--- src/rtl/wb_ram_arbiter_2to1_if.sv ---
// Wishbone point-to-point bus bundle: master drives cycle/strobe/address/write data, slave returns read data and ack.
// Shared by both requesting masters and by the slave-side port of the 2:1 RAM arbiter.
interface wb_ram_arbiter_2to1_if #(
    parameter int ADDR_WIDTH = 32,
    parameter int DATA_WIDTH = 32,
    parameter int SEL_WIDTH  = 4
);
    logic                  cyc;
    logic                  stb;
    logic                  we;
    logic [ADDR_WIDTH-1:0] addr;
    logic [DATA_WIDTH-1:0] wr_dat;
    logic [SEL_WIDTH-1:0]  sel;
    logic [DATA_WIDTH-1:0] rd_dat;
    logic                  ack;

    modport master (
        output cyc, stb, we, addr, wr_dat, sel,
        input  rd_dat, ack
    );

    modport slave (
        input  cyc, stb, we, addr, wr_dat, sel,
        output rd_dat, ack
    );
endinterface

--- src/rtl/wb_ram_arbiter_2to1.sv ---
// 2:1 Wishbone arbiter for the RAM bridge: grant registered one cycle after request, held for the whole cyc, one dead cycle on handover.
// No backpressure of its own; ack is routed only to the granted master. ARB_ROUND_ROBIN_EN selects round-robin tie-break instead of m0 priority.
module wb_ram_arbiter_2to1 #(
    parameter int ADDR_WIDTH = 32,
    parameter int DATA_WIDTH = 32,
    parameter int SEL_WIDTH  = 4
) (
    input  logic                        clk,
    input  logic                        rst,
    wb_ram_arbiter_2to1_if.slave        m0,
    wb_ram_arbiter_2to1_if.slave        m1,
    wb_ram_arbiter_2to1_if.master       s,
    output logic [1:0]                  gnt_o
);

    typedef enum logic [1:0] {
        IDLE = 2'b00,
        GNT0 = 2'b01,
        GNT1 = 2'b10
    } state_t;

    state_t state;
    state_t state_nxt;

    logic req0;
    logic req1;
    logic tie_to_m1;

    assign req0 = m0.cyc & m0.stb;
    assign req1 = m1.cyc & m1.stb;

`ifdef ARB_ROUND_ROBIN_EN
    // Resets to "m1 served last" so the first tie goes to m0.
    logic last_m1;

    always_ff @(posedge clk or posedge rst) begin
        if (rst) begin
            last_m1 <= 1'b1;
        end else if (state_nxt == GNT0) begin
            last_m1 <= 1'b0;
        end else if (state_nxt == GNT1) begin
            last_m1 <= 1'b1;
        end
    end

    assign tie_to_m1 = ~last_m1;
`else
    assign tie_to_m1 = 1'b0;
`endif

    always_ff @(posedge clk or posedge rst) begin
        if (rst) begin
            state <= IDLE;
        end else begin
            state <= state_nxt;
        end
    end

    // Grant is locked while the owner keeps cyc; once it drops, re-arbitrate in that same cycle.
    always_comb begin
        state_t arb_pick;
        arb_pick  = IDLE;
        state_nxt = state;

        if (req0 && req1) begin
            arb_pick = tie_to_m1 ? GNT1 : GNT0;
        end else if (req0) begin
            arb_pick = GNT0;
        end else if (req1) begin
            arb_pick = GNT1;
        end

        case (state)
            IDLE:    state_nxt = arb_pick;
            GNT0:    state_nxt = m0.cyc ? GNT0 : arb_pick;
            GNT1:    state_nxt = m1.cyc ? GNT1 : arb_pick;
            default: state_nxt = IDLE;
        endcase
    end

    logic                  mux_cyc;
    logic                  mux_stb;
    logic                  mux_we;
    logic [ADDR_WIDTH-1:0] mux_addr;
    logic [DATA_WIDTH-1:0] mux_wr_dat;
    logic [SEL_WIDTH-1:0]  mux_sel;

    always_comb begin
        mux_cyc    = 1'b0;
        mux_stb    = 1'b0;
        mux_we     = 1'b0;
        mux_addr   = '0;
        mux_wr_dat = '0;
        mux_sel    = '0;
        case (state)
            GNT0: begin
                mux_cyc    = m0.cyc;
                mux_stb    = m0.stb;
                mux_we     = m0.we;
                mux_addr   = m0.addr;
                mux_wr_dat = m0.wr_dat;
                mux_sel    = m0.sel;
            end
            GNT1: begin
                mux_cyc    = m1.cyc;
                mux_stb    = m1.stb;
                mux_we     = m1.we;
                mux_addr   = m1.addr;
                mux_wr_dat = m1.wr_dat;
                mux_sel    = m1.sel;
            end
            default: ;
        endcase
    end

    assign s.cyc    = mux_cyc;
    assign s.stb    = mux_stb;
    assign s.we     = mux_we;
    assign s.addr   = mux_addr;
    assign s.wr_dat = mux_wr_dat;
    assign s.sel    = mux_sel;

    assign gnt_o = state;

    // Read data is broadcast; only the ack tells a master the beat is its own.
    assign m0.ack    = s.ack & gnt_o[0];
    assign m1.ack    = s.ack & gnt_o[1];
    assign m0.rd_dat = s.rd_dat;
    assign m1.rd_dat = s.rd_dat;

endmodule

--- src/flat_wrapper.sv ---
// flat-port wrapper written by rule: the top's interface ports become plain ports
module wb_ram_arbiter_2to1_flat 
#(
    parameter int ADDR_WIDTH = 32,
    parameter int DATA_WIDTH = 32,
    parameter int SEL_WIDTH  = 4
)
  (clk, rst, gnt_o, m0_cyc, m0_stb, m0_we, m0_addr, m0_wr_dat, m0_sel, m0_rd_dat, m0_ack, m1_cyc, m1_stb, m1_we, m1_addr, m1_wr_dat, m1_sel, m1_rd_dat, m1_ack, s_cyc, s_stb, s_we, s_addr, s_wr_dat, s_sel, s_rd_dat, s_ack);
  wb_ram_arbiter_2to1_if #(.ADDR_WIDTH(ADDR_WIDTH), .DATA_WIDTH(DATA_WIDTH), .SEL_WIDTH(SEL_WIDTH)) m0_i ();
  wb_ram_arbiter_2to1_if #(.ADDR_WIDTH(ADDR_WIDTH), .DATA_WIDTH(DATA_WIDTH), .SEL_WIDTH(SEL_WIDTH)) m1_i ();
  wb_ram_arbiter_2to1_if #(.ADDR_WIDTH(ADDR_WIDTH), .DATA_WIDTH(DATA_WIDTH), .SEL_WIDTH(SEL_WIDTH)) s_i ();
  input  logic clk;
  input  logic rst;
  output logic [1:0] gnt_o;
  input wire logic [$bits(m0_i.cyc)-1:0] m0_cyc;
  input wire logic [$bits(m0_i.stb)-1:0] m0_stb;
  input wire logic [$bits(m0_i.we)-1:0] m0_we;
  input wire logic [$bits(m0_i.addr)-1:0] m0_addr;
  input wire logic [$bits(m0_i.wr_dat)-1:0] m0_wr_dat;
  input wire logic [$bits(m0_i.sel)-1:0] m0_sel;
  output wire logic [$bits(m0_i.rd_dat)-1:0] m0_rd_dat;
  output wire logic [$bits(m0_i.ack)-1:0] m0_ack;
  input wire logic [$bits(m1_i.cyc)-1:0] m1_cyc;
  input wire logic [$bits(m1_i.stb)-1:0] m1_stb;
  input wire logic [$bits(m1_i.we)-1:0] m1_we;
  input wire logic [$bits(m1_i.addr)-1:0] m1_addr;
  input wire logic [$bits(m1_i.wr_dat)-1:0] m1_wr_dat;
  input wire logic [$bits(m1_i.sel)-1:0] m1_sel;
  output wire logic [$bits(m1_i.rd_dat)-1:0] m1_rd_dat;
  output wire logic [$bits(m1_i.ack)-1:0] m1_ack;
  output wire logic [$bits(s_i.cyc)-1:0] s_cyc;
  output wire logic [$bits(s_i.stb)-1:0] s_stb;
  output wire logic [$bits(s_i.we)-1:0] s_we;
  output wire logic [$bits(s_i.addr)-1:0] s_addr;
  output wire logic [$bits(s_i.wr_dat)-1:0] s_wr_dat;
  output wire logic [$bits(s_i.sel)-1:0] s_sel;
  input wire logic [$bits(s_i.rd_dat)-1:0] s_rd_dat;
  input wire logic [$bits(s_i.ack)-1:0] s_ack;
  assign m0_i.cyc = m0_cyc;
  assign m0_i.stb = m0_stb;
  assign m0_i.we = m0_we;
  assign m0_i.addr = m0_addr;
  assign m0_i.wr_dat = m0_wr_dat;
  assign m0_i.sel = m0_sel;
  assign m0_rd_dat = m0_i.rd_dat;
  assign m0_ack = m0_i.ack;
  assign m1_i.cyc = m1_cyc;
  assign m1_i.stb = m1_stb;
  assign m1_i.we = m1_we;
  assign m1_i.addr = m1_addr;
  assign m1_i.wr_dat = m1_wr_dat;
  assign m1_i.sel = m1_sel;
  assign m1_rd_dat = m1_i.rd_dat;
  assign m1_ack = m1_i.ack;
  assign s_cyc = s_i.cyc;
  assign s_stb = s_i.stb;
  assign s_we = s_i.we;
  assign s_addr = s_i.addr;
  assign s_wr_dat = s_i.wr_dat;
  assign s_sel = s_i.sel;
  assign s_i.rd_dat = s_rd_dat;
  assign s_i.ack = s_ack;
  wb_ram_arbiter_2to1 #(.ADDR_WIDTH(ADDR_WIDTH), .DATA_WIDTH(DATA_WIDTH), .SEL_WIDTH(SEL_WIDTH)) u_core (.clk(clk), .rst(rst), .m0(m0_i), .m1(m1_i), .s(s_i), .gnt_o(gnt_o));
endmodule
--- config.mk ---
export PLATFORM = sky130hd
export DESIGN_NAME = wb_ram_arbiter_2to1_flat
export DESIGN_NICKNAME = d
export VERILOG_FILES = /design/src/rtl/wb_ram_arbiter_2to1_if.sv /design/src/rtl/wb_ram_arbiter_2to1.sv /design/src/flat_wrapper.sv
export SDC_FILE = /design/constraint.sdc
export NUM_CORES = 1
export LEC_CHECK = 0
export BUFFER_PORTS_ARGS = -buffer_cell sky130_fd_sc_hd__buf_4
export CAP_MARGIN = 10
export CORE_AREA = 3 3 120 122
export DETAILED_ROUTE_END_ITERATION = 16
export DIE_AREA = 0 0 123 125
export PLACE_DENSITY_LB_ADDON = 0.25
export SYNTH_ARGS = -nofsm -noshare
export SYNTH_HDL_FRONTEND = slang
export SYNTH_SLANG_ARGS = --single-unit
export TNS_END_PERCENT = 50
--- constraint.sdc ---
create_clock -name clk -period 1.7 [get_ports clk]
set_clock_uncertainty 0.1 [all_clocks]
set_input_delay 0.51 -clock clk [delete_from_list [all_inputs] [get_ports clk]]
set_output_delay 0.51 -clock clk [all_outputs]
set_load 0.01 [all_outputs]
# After elaboration in Yosys (flattened, before gate mapping)

Cells that the tools add are included.

Eq/ne operators: 2
Multiplexer cells: 12
Bitwise gates (word level): 4
Reduce and logical (&&, ||, !) cells: 2

Operator list:

| kind                                                                   | number |
|---|---|
| 32-bit case mux with 2 select lines                                    | 2 |
| 2-bit 2-to-1 mux                                                       | 5 |
| 4-bit case mux with 2 select lines                                     | 1 |
| 1-bit case mux with 2 select lines                                     | 3 |
| 2-bit case mux with 3 select lines                                     | 1 |
| 1-bit bitwise AND                                                      | 4 |
| 2-bit by 1-bit equality test with 1-bit output (second input constant) | 1 |
| 2-bit equality test (second input constant)                            | 1 |
| 2-bit logical NOT                                                      | 1 |
| 1-bit logical AND                                                      | 1 |

Bits in registers: 2
Input port bits: 177
Output and inout bits: 139
Word-level logic and storage cells: 21

# Longest topological paths before layout

Gate-level depths: netlist (run 1).

Depth in word-level cells: 6
Mapped depth: 6
Depth with buffers taken out: 5

# Worst setup path before layout (run 1)

OpenSTA, ideal clock, no wires.

Path kind: reg-to-output
Start: register u_core.state[0] (netlist: u_core.gnt_o[0])
End: output port s_addr[0]
Arrival time: 1309 ps
Required time: 1090 ps
Setup slack: -219 ps
Cell stages (with the launch flop): 5
Path buffers: 1
Cells stage by stage: dfrtp_1 > inv_1 > ha_1 > clkbuf_1 > nor2b_1

Longest elaborated chain between the ends: 2
Elaborated cells on any way between the ends: 3
Those cells by class: 2 x eq/ne; 1 x mux

Ends and longest elaborated chain:

| element                                                                               | RTL line                  | source |
|---|---|---|
| from (decl)                                                                           | wb_ram_arbiter_2to1.sv:22 | `state_t state;` |
| from (signal assigned)                                                                | wb_ram_arbiter_2to1.sv:55 | `state <= state_nxt;` |
| 2-bit equality test or 2-bit by 1-bit equality test with 1-bit output (tied branches) | wb_ram_arbiter_2to1.sv:95 | `case (state)` |
| 32-bit case mux with 2 select lines *                                                 | wb_ram_arbiter_2to1.sv:95 |  |
| to (decl)                                                                             | flat_wrapper.sv:34        | `output wire logic [$bits(s_i.addr)-1:0] s_addr;` |

Every way passes the cells marked *; elsewhere a longest branch is shown, timed or not.

# Final worst setup path (run 1)

Start: register u_core.state[1] (netlist: u_core.gnt_o[1])
End: output port s_wr_dat[15]

Longest elaborated chain between the ends: 2
Elaborated cells on any way between the ends: 3
Those cells by class: 2 x eq/ne; 1 x mux

Ends and longest elaborated chain:

| element                                                                               | RTL line                  | source |
|---|---|---|
| 2-bit equality test or 2-bit by 1-bit equality test with 1-bit output (tied branches) | wb_ram_arbiter_2to1.sv:95 |  |
| 32-bit case mux with 2 select lines *                                                 | wb_ram_arbiter_2to1.sv:95 |  |
| to (decl)                                                                             | flat_wrapper.sv:35        | `output wire logic [$bits(s_i.wr_dat)-1:0] s_wr_dat;` |

Marks and branches as above.

==> results of run 1 <==
==> cells in the final DEF (no fill, tap or decap), types with 2 or more instances in the layout <==
master and instances:
ha_4 3, a22oi_2 66, a22oi_1 5, nor2b_2 71
inv_1 3, and2_1 2, buf_12 6, buf_4 227
buf_6 7, clkbuf_16 5, dfrtp_2 2
==> metrics by stage <==
step	total power, µW	hold slack (ps)
after floorplan	1030	151
after global placement	1540	280
after detailed placement	1550	287
after CTS	1920	56.6
after global routing	2230	60.9
final	2090	55.7
==> area by class of cell <==
type | instances | area [µm²]
fill | 1422 | 9300
timing repair buffer | 244 | 1980
multi-input combinational | 155 | 1650
tap | 176 | 220
clock buffer | 3 | 75.1
sequential | 2 | 52.6
inverter | 5 | 21.3
==> metal layers <==
layer / global-route usage (%) / vias up
met5: 0 / -
met4: 2.15 / 0
met3: 3.12 / 25
met2: 18.0 / 142
met1: 9.73 / 1084
li1: - / 1132
==> cell families (layout without fill, tap and decap cells) <==
| group | after synthesis | count (layout) | share of synthesized area, % |
|---|---|---|---|
| adders and majority gates | 4 | 4 | 2.85 |
| buffers and inverters | 92 | 252 | 34.7 |
| DFF | 2 | 2 | 2.85 |
| and+or+nand+nor | 77 | 77 | 27.7 |
| AOI/OAI and AO/OA | 74 | 74 | 31.9 |
==> power breakdown <==
| group | total, µW | internal, µW | switching [µW] |
|---|---|---|---|
| Sequential | 66.7 | 54.9 | 11.8 |
| Combinational | 1680 | 975 | 701 |
| Clock | 351 | 299 | 51.7 |
| Total | 2090 | 1330 | 764 |
==> what timing repair did <==
action	CTS	global route
pin swaps	3	15
endpoints found under the setup margin	73	74
resized for setup	4	48
cloned	0	3
buffers inserted	0	6
hold endpoints to repair	0	0
==> path summary, 6_finish.rpt <==
check	start	endpoint	slack, ps	cells past startpoint
min in group clk	m0_cyc	u_core.gnt_o[0]	490	3
max reg2reg	u_core.gnt_o[0]	u_core.gnt_o[0]	0	7
max	u_core.gnt_o[1]	s_wr_dat[15]	-480	7
min reg2reg	u_core.gnt_o[1]	u_core.gnt_o[0]	640	2
min	rst	u_core.gnt_o[0]	60	2
max in group asynchronous	rst	u_core.gnt_o[1]	1310	2
==> worst reg2reg max path: stages, from the launching register on <==
cell      delay, ps
dfrtp_2         440
inv_4            90
ha_4            220
buf_12          200
buf_4           150
nor2b_2         120
o21ai_1          70
a211oi_2        210
==> results.yml, run 1 <==
timing:
  setup_violations: 73
  tns_ps: -31020
  slew_viol_final: 0
  period_share_pct: 128
  hold_viol: 0
  fin_ws_ps: -481
  worst_pin_slew_ps: 318
  grt_setup_unrepaired: "true"
  relSlewSlack_pct: 78.8
  fmax_ghz: 0.459
  fin_crit_ps: 2180
setup_path:
  path_buf_inv: 4
  cp_max_fo: 8
  cp_top_family: "buffers and inverters"
  crit_required_ps: 1090
  startpoint_type: "register"
  cp.arrival_ps: 1570
  max_stage_delay_ps: 410
  slowest_stage: "dfrtp_2"
  crit_type: "reg2out"
  crit_chain: "inv_2 > ha_4 > clkbuf_4 > buf_6 > a22oi_1 > nor2b_2 > buf_4"
  endpoint_kind: "primary output"
synthesis:
  synth.avg_cell_area_um2: 7.04
  synthFlopType: "dfrtp_1"
  yosysTopAreaCell: "a22oi_1"
  ys_top_cells_by_count: "72 x nor2b_1, 71 x a22oi_1, 66 x buf_4, 13 x buf_2, 8 x clkbuf_1"
  seq_area_frac_synth_pct: 2.85
  synth_area_um2: 1750
  synthTopCellsByArea: "a22oi_1 30%, buf_4 28%, nor2b_1 26%"
  yosysTopAreaCellShare_pct: 30.4
  synth_edf_count: 0
  synthArstFlopShare_pct: 100
  yosys_warnings: 0
  syn_inst: 249
  yosysMostFrequentCell: "nor2b_1"
  ys_types: 15
  synth-seq-cells: 2
  synth_nets: 430
clock_tree:
  htree_levels: 1
  numClockSinks: 2
  cts_tree: "built"
  cts_root_buf: "clkbuf_16"
  numCtsBuffers: 3
  clk_latency_ps: 220
  path_clk_slew_ps: 30
  postCtsHoldBufs: 0
  clock_path_buffers: 2
power:
  p_leak_uw: 0.00166
  vdd_drop_max_mv: 0.355
  powerDensity_nw_per_um2: 524
global_routing:
  track_usage_pct: 9.42
  overflow: 0
  grt_first_pass_wirelength_mm: 11.9
  grt_max_degree: 36
  antenna_found_initial: 0
  first_global_vias: 2376
finish:
  nets: 592
  fin_cells: 585
  area_growth_pct: 128
  n_antenna_cell: 0
  final_area_um2: 4000
  largest_reg_flops: 2
  final_util_pct: 30.1
  drive_gt1_share_pct: 96.6
routing:
  vias: 2383
  m1WireLength_mm: 3.01
  routed.top_layer: "met4"
  ant_nets: 0
  via_per_inst: 4.07
  drc: 0
  drt_first_pass_iters: 3
  wl_met3_mm: 1.02
  met2WireLength_mm: 4.75
  drtIter0Drc: 38
  wl_per_cell_um: 15.2
  drt_wl_total_mm: 8.91
floorplanning:
  start_util_pct: 13.2
  dieArea_um2: 15400
  io-pin-count: 316
  die_x_um: 123
  die_y_um: 125
  row_count: 42
  core_um2: 13300
placed_design:
  dp.final_hpwl_mm: 6.96
  portBuffers: 219
  placed_cells: 573
  gp_congestion: 0.732
  post-place-ws_ps: -262
  placed_area_um2: 3560
outcome:
  outcome: "complete, but fails checks"
  violations: "setup timing"
flow_run:
  cap_viol_max_count: 0
hold_path:
  hp-class: "in2async"
(Power assumes the default switching activity.)
==> run 2: changes to the inputs <==
Settings changed: GPL_TIMING_DRIVEN set to 0.
==> run 2 against run 1 <==
- the flow still finishes with violations (setup timing)
- fmax rose by 0.19%
- first-iteration DRC count rose by 16%
- combinational power rose by 42%
- cell count rose by 25%
- non-clock buffer count rose by 146
==> results.yml, run 2 (synthesis gave the netlist of run 1 again) <==
hold_path:
  hp-class: "in2async"
power:
  power_frac_comb_pct: 84.8
  netSwitchingFraction_pct: 34.3
  vdd_drop_max_mv: 0.321
  p_seq_share_pct: 2.4
  p_leak_uw: 0.00249
  powerDensity_nw_per_um2: 509
  p_int_uw: 1850
  clockPowerShare_pct: 12.8
  p_total_uw: 2810
  p_switching_uw: 963
timing:
  fin_ws_ps: -477
  hold_viol: 0
  worst_pin_slew_ps: 291
  fmax_ghz: 0.459
  setup_violations: 72
  grt_setup_unrepaired: "true"
  relSlewSlack_pct: 80.6
  period_share_pct: 128
  fin_crit_ps: 2180
  slew_viol_final: 0
placed_design:
  portBuffers: 283
  gp_congestion: 0.726
  placed_cells: 708
  dp.final_hpwl_mm: 8.43
  placed_area_um2: 4500
  post-place-ws_ps: -540
floorplanning:
  io-pin-count: 316
  dieArea_um2: 15400
  row_count: 42
  core_um2: 13300
  start_util_pct: 13.2
  die_y_um: 125
  die_x_um: 123
finish:
  final_common_cell: "buf_4"
  final_cell_mix: "318 x buf_4, 67 x a22oi_2, 53 x nor2b_2"
  final_util_pct: 41.5
  nFillCells: 1308
  area_growth_pct: 214
  nets: 738
  n_antenna_cell: 0
  drive_gt1_share_pct: 97.1
  largest_reg_flops: 2
  fin_cells: 731
  final_area_um2: 5510
setup_path:
  cp.arrival_ps: 1570
  startpoint_type: "register"
  rr_worst_depth: 6
  crit_required_ps: 1090
  reg2reg_to: "u_core.gnt_o[0]"
  crit_type: "reg2out"
  regToRegSetupSlack_ps: 220
  cp_max_fo: 10
  endpoint_kind: "primary output"
  reg2reg_from: "u_core.gnt_o[0]"
routing:
  via_per_inst: 4.02
  drt_first_pass_iters: 4
  ant_nets: 0
  drc: 0
  drtIter0Drc: 44
  wl_per_cell_um: 14.6
  drt_wl_total_mm: 10.7
  vias: 2937
global_routing:
  track_usage_pct: 11.9
  grt_util_met3_pct: 2.89
  grt_use_met2_pct: 24.3
  grt_max_degree: 11
  grt_first_pass_wirelength_mm: 15.0
  antenna_found_initial: 0
  overflow: 0
  grt-busiest-layer: "met2"
  first_global_vias: 3066
  grtUsageMet1_pct: 12.5
outcome:
  violations: "setup timing"
  outcome: "complete, but fails checks"
clock_tree:
  postCtsHoldBufs: 0
  htree_levels: 1
  numCtsBuffers: 3
  clk_latency_ps: 220
  clock_path_buffers: 2
  cts_root_buf: "clkbuf_16"
  cts_tree: "built"
  numClockSinks: 2
  path_clk_slew_ps: 30
flow_run:
  cap_viol_max_count: 0
run 2: power groups by stage:
stage / registers (µW) / logic [µW] / clock network, µW
after floorplan: 69.5 / 963 / 0
after global routing: 68.1 / 2540 / 371
final: 67.3 / 2380 / 359
after CTS: 66.3 / 2230 / 364
after detailed placement: 73.9 / 1720 / 0
after global placement: 73.0 / 1720 / 0
run 2: area by class of cell:
class                           count  area (µm²)  area share [%]
Sequential cell                     2        52.6           0.953
Timing Repair Buffer              304        2580            46.8
Clock buffer                        3        75.1            1.36
Tap cell                          176         220            3.99
Inverter                            5        23.8           0.431
Buffer                             86         836            15.2
Multi-Input combinational cell    155        1730            31.3
run 2: worst max-delay path by stage:
| stage | from | end | slack [ps] | cells after the start |
|---|---|---|---|---|
| 3_5_place_dp | u_core.gnt_o[1] | s_wr_dat[21] | -540 | 5 |
| 4_1_cts | u_core.gnt_o[1] | s_addr[17] | -490 | 6 |
| 6_report | u_core.gnt_o[0] | s_wr_dat[4] | -480 | 7 |
| 5_1_grt | u_core.gnt_o[0] | s_wr_dat[17] | -540 | 7 |
| 2_1_floorplan | u_core.gnt_o[0] | s_addr[24] | -130 | 6 |
| 3_3_place_gp | u_core.gnt_o[1] | s_wr_dat[21] | -520 | 5 |
run 2: per-layer routing:
metal,wire length [µm],vias to the layer above
li1,-,1426
met1,3520,1314
met2,5800,191
met3,1300,6
met4,44,0
met5,0,-
run 2: per-stage QoR:
step,TNS [ps],hold WS [ps]
finish,-32320,46.3
global route,-36510,50.8
CTS,-33530,48.1
detailed placement,-26820,283
global placement,-25950,277
floorplan,-7000,151
run 2: worst max-delay path, cell delays in order (launching register included):
cell and delay, ps:
dfrtp_2 420, inv_4 60, ha_4 170, buf_12 150, buf_12 150, a22oi_2 190
nor2b_2 70, buf_6 120
run 2: timing repair:
action	4_1_cts	5_1_grt
gates cloned	6	4
endpoints found under the setup margin	71	73
pin swaps	2	7
resized for setup	120	38
setup buffers	7	4
